$ cat src/rtl/packet_tagger.sv
// packet_tagger: credit-limited reorder-tag issue, forking each beat to the circular buffer and the core dispatch path
module packet_tagger #(
  parameter int TAG_WIDTH = 6,
  parameter int CIRCULAR_BUFFER_SIZE = 50,
  parameter int DATA_WIDTH = 64
) (
  input  logic                    clk,
  input  logic                    rst,
  input  logic [DATA_WIDTH-1:0]   s_TDATA,
  input  logic [DATA_WIDTH/8-1:0] s_TKEEP,
  input  logic                    s_TLAST,
  input  logic                    s_TVALID,
  output logic                    s_TREADY,
  output logic [DATA_WIDTH-1:0]   buf_TDATA,
  output logic [DATA_WIDTH/8-1:0] buf_TKEEP,
  output logic                    buf_TLAST,
  output logic [TAG_WIDTH-1:0]    buf_reorder_tag,
  output logic                    buf_TVALID,
  input  logic                    buf_TREADY,
  output logic [DATA_WIDTH-1:0]   core_TDATA,
  output logic [DATA_WIDTH/8-1:0] core_TKEEP,
  output logic                    core_TLAST,
  output logic [TAG_WIDTH-1:0]    core_reorder_tag,
  output logic                    core_TVALID,
  input  logic                    core_TREADY,
  input  logic                    release_valid,
  output logic                    alloc_valid,
  output logic [TAG_WIDTH-1:0]    alloc_tag,
  output logic [TAG_WIDTH:0]      outstanding
);
  logic [DATA_WIDTH-1:0] data;
  logic [DATA_WIDTH/8-1:0] keep;
  logic last, buf_pend, core_pend, sop, slot_full, drain, accept, rel;
  logic [TAG_WIDTH-1:0] tag, cur_tag;
  assign slot_full = buf_pend || core_pend;
  assign drain = slot_full && (!buf_pend || buf_TREADY) && (!core_pend || core_TREADY);
  // credit gates only the first beat, so a started packet never stalls mid-way
  assign s_TREADY = !rst && (!slot_full || drain) &&
                    (!sop || outstanding < (TAG_WIDTH+1)'(CIRCULAR_BUFFER_SIZE));
  assign accept = s_TVALID && s_TREADY;
  assign alloc_valid = accept && sop;
  assign alloc_tag = cur_tag;
  assign rel = release_valid && outstanding != '0;
  assign buf_TDATA = data;
  assign buf_TKEEP = keep;
  assign buf_TLAST = last;
  assign buf_reorder_tag = tag;
  assign buf_TVALID = buf_pend;
  assign core_TDATA = data;
  assign core_TKEEP = keep;
  assign core_TLAST = last;
  assign core_reorder_tag = tag;
  assign core_TVALID = core_pend;
  always_ff @(posedge clk) begin
    if (rst) begin
      buf_pend <= 1'b0;
      core_pend <= 1'b0;
      sop <= 1'b1;
      cur_tag <= '0;
      outstanding <= '0;
    end else begin
      buf_pend <= accept || (buf_pend && !buf_TREADY);
      core_pend <= accept || (core_pend && !core_TREADY);
      if (accept) begin
        data <= s_TDATA;
        keep <= s_TKEEP;
        last <= s_TLAST;
        tag <= cur_tag;
        sop <= s_TLAST;
        if (s_TLAST)
          cur_tag <= cur_tag == TAG_WIDTH'(CIRCULAR_BUFFER_SIZE - 1) ? '0 : cur_tag + 1'b1;
      end
      outstanding <= outstanding + (TAG_WIDTH+1)'(alloc_valid) - (TAG_WIDTH+1)'(rel);
    end
  end
endmodule

$ cat config.mk
export PLATFORM = sky130hd
export DESIGN_NAME = packet_tagger
export DESIGN_NICKNAME = d
export VERILOG_FILES = /design/src/rtl/packet_tagger.sv
export SDC_FILE = /design/constraint.sdc
export NUM_CORES = 1
export LEC_CHECK = 0
export CORE_MARGIN = 4
export CORE_UTILIZATION = 37
export DETAILED_ROUTE_END_ITERATION = 16
export PLACE_DENSITY = 0.93
export SLEW_MARGIN = 20
export SYNTH_ARGS = -nofsm -noshare
export SYNTH_HDL_FRONTEND = slang
export SYNTH_SLANG_ARGS = --single-unit
$ cat constraint.sdc
create_clock -name clk -period 5.7 [get_ports clk]
set_input_delay 1.425 -clock clk [delete_from_list [all_inputs] [get_ports clk]]
set_output_delay 1.425 -clock clk [all_outputs]
set_load 0.05 [all_outputs]
==> impl_metrics.tcl <==
set metrics [dict create \
    gpl.final_weighted_congestion 0.800 \
    grt_antenna_before_repair 0 \
    syn_area_per_cell_um2 14.4 \
    layout_worst_path_cycle_share 0.815 \
    tritoncts "yes" \
    detail-route-antenna-nets 0 \
    synth_enable_flop_cells 79 \
    synthFlopType "edfxtp_1" \
    final-max-slew-violation-count 0 \
    syn_nets 379 \
    vias 2816 \
    clock-root-buffer "clkbuf_8" \
    hold_path_class "reg2reg" \
    vias_in_the_first_global_route 2942 \
    place.detailed.hpwl_um 9490 \
    critical_path_peak_fanout 4 \
    worstSetupEndpointType "output pin" \
    count_of_input_and_output_buffers 253 \
    cts.repair_timing.setup_buffer_count 0 \
    drc_errors 0 \
    synth_seq_cells 95 \
    clock_path_buffers 2 \
    dieWidth_um 113 \
    clkTransAtPathRegs_ps 90 \
    syn_to_final_growth_pct 56.4 \
    cts_num_sinks 95 \
    relSlewSlack 0.334 \
    fin_worst_skew_ps 9.27 \
    netlist_area_um2 4100 \
    detail_route.first_pass.iterations 4 \
    antennaDiodeCount 0 \
    postSynth.asyncResetShare 0 \
    maximum_number_of_pins_on_one_net_before_global_route_repair 80 \
    netlist_instances 284 \
    timing.final.setup_violations 0 \
    report.final.hold_viol_count 0 \
    max_freq_ghz 0.215 \
    clock_tree.htree_level_count 3 \
    rows 38 \
    design.die.area_um2 12800 \
    layout.area.seq_um2 2690 \
    post_route_cells_drive_above_1_share 0.0508 \
    clock_insertion_delay_worst_skew_ps 350 \
    track_usage 0.172 \
    io-pin-count 254 \
    cts.hold.buffers_added 0 \
    yosys_warnings 0 \
    vias_per_cell 4.60 \
    drt_iter0_markers 164 \
    cts_inserted_buffers 9 \
    area_occupied_by_multi_input_gates_um2 737 \
    dpl-instance-area_um2 6200 \
    rsz_0062_raised_after_global_routing "false" \
    global_route_wire_length_before_repair_um 16500 \
    power-per-cell-area_nw_per_um2 404 \
    share_of_synthesized_area_occupied_by_flip_flops_and_latches 0.657 \
    grt_remaining_overflow 0 \
    max_cap_viol_count 0 \
    vdd_drop_max_uv 372 \
    wl_cell_um 18.8 \
    floorplan.initialDensity 0.378 \
    routed_wire_length_um 11500 \
    fin_area_um2 6410 \
    chipHeight_um 113 \
    critPathLaunchType "input port" \
    cts.repair.resized 0 \
    yosys.cell_types.count 44 \
    crit_required_ps 4280 \
    outcome "finished clean" \
    critPathKind "in2out" \
    finalNetCount 563 \
    coreArea_um2 10800 \
    fin_tns_setup_ps 0 \
    fillerInstances 841 \
    critPathArrivalTime_ps 3220 \
    leakagePower_nw 2.32 \
    worst_slew_pin_slew_ps 999 \
    minimum_clock_period_ps 4650 \
]
==> area by class of cell <==
class	count	area share
clock buffers	9	0.0193
well taps	140	0.0273
multi-input cells	94	0.115
flip-flops and latches	95	0.420
inverters	13	0.00781
clock inverters	6	0.0135
repair buffers	255	0.397
==> final timing paths <==
kind | startpoint | end | slack [ps] | depth (start not counted)
worst max register to register | outstanding[1] | outstanding[6] | 2570 | 13
worst min register to register | sop | sop | 530 | 1
worst max-delay path | buf_TREADY | s_TREADY | 1050 | 5
worst min-delay path | sop | sop | 530 | 1
==> state kept, by name, indices dropped and copies added, names as in the netlist <==
register and cells:
buf_TDATA 64, buf_TKEEP 8, outstanding 7, alloc_tag 6, buf_reorder_tag 6, buf_TLAST 1
buf_TVALID 1, core_TVALID 1, sop 1
==> worst max-delay path: stages <==
cell	delay, ps
clkdlybuf4s50_1	400
or2b_2	330
and3_1	210
and2_1	150
clkdlybuf4s50_1	700
==> through the flow <==
step / utilization / worst slack (ps) / power [mW] / cells / hold slack [ps]
global route: 0.591 / 1020 / 2.72 / 612 / 560
detailed placement: 0.572 / 1060 / 2.14 / 597 / 516
floorplan: - / 119 / 1.80 / 284 / 450
global placement: 0.572 / 1100 / 2.11 / 597 / 503
finish: 0.591 / 1050 / 2.59 / 612 / 530
CTS: 0.591 / 1050 / 2.62 / 612 / 534
==> synth_stat cells (2+ instances only) <==
library cell / instances / area [um2]
nor2b_4: 2 / 27.5
or2b_2: 2 / 17.5
buf_6: 2 / 22.5
nor2b_1: 4 / 25.0
nand2_1: 3 / 11.3
nor3_1: 2 / 10.0
o311ai_0: 2 / 17.5
buf_4: 79 / 593
ha_1: 15 / 188
inv_1: 13 / 48.8
o21ai_0: 4 / 20.0
dfxtp_1: 16 / 320
and4_1: 2 / 17.5
edfxtp_1: 79 / 2370
nand2b_1: 2 / 12.5
and2_1: 2 / 12.5
o21bai_1: 2 / 15.0
o31ai_1: 4 / 30.0
nand3_1: 7 / 35.0
a21oi_1: 11 / 55.1
nor2_1: 6 / 22.5
or4_1: 3 / 22.5
==> power by group <==
part | internal (mW) | leakage (nW) | switching, mW
logic | 0.408 | 1.35 | 0.782
clock network | 0.244 | 0.107 | 0.224
registers | 0.866 | 0.866 | 0.0666
total | 1.52 | 2.32 | 1.07
==> placed cells by master (no fill, tap or decap), types with 3 or more instances in the layout <==
master           synthesis  layout
nand3_1                  7       7
ha_1                    15      15
edfxtp_1                79      79
inv_1                   13      12
or4_1                    3       3
clkbuf_8                 0       9
a21oi_1                 11      11
nor2b_1                  4       4
clkdlybuf4s50_1          0     252
nor2_1                   6       6
o31ai_1                  4       4
buf_4                   79       3
dfxtp_1                 16      16
o21ai_0                  4       4
nand2_1                  3       3
==> cells by family (layout without fill, tap and decap cells) <==
| kind of cell | count (synthesis) | in the layout | share of synthesized area |
|---|---|---|---|
| flops | 95 | 95 | 0.657 |
| compound gates | 35 | 35 | 0.0589 |
| buf+inv | 95 | 283 | 0.163 |
| mux | 1 | 1 | 0.00244 |
| fa+ha+maj | 16 | 16 | 0.0507 |
| xor+xnor | 1 | 1 | 0.00214 |
| simple gates | 41 | 41 | 0.0656 |
==> per-layer routing <==
layer / global-route usage / share of wire / routed length, um
met5: 0 / 0 / 0
met4: 0.0561 / 0.015 / 172
met3: 0.0449 / 0.065 / 747
met2: 0.342 / 0.58 / 6710
met1: 0.171 / 0.34 / 3890
Power figures use the tool's default switching activity.
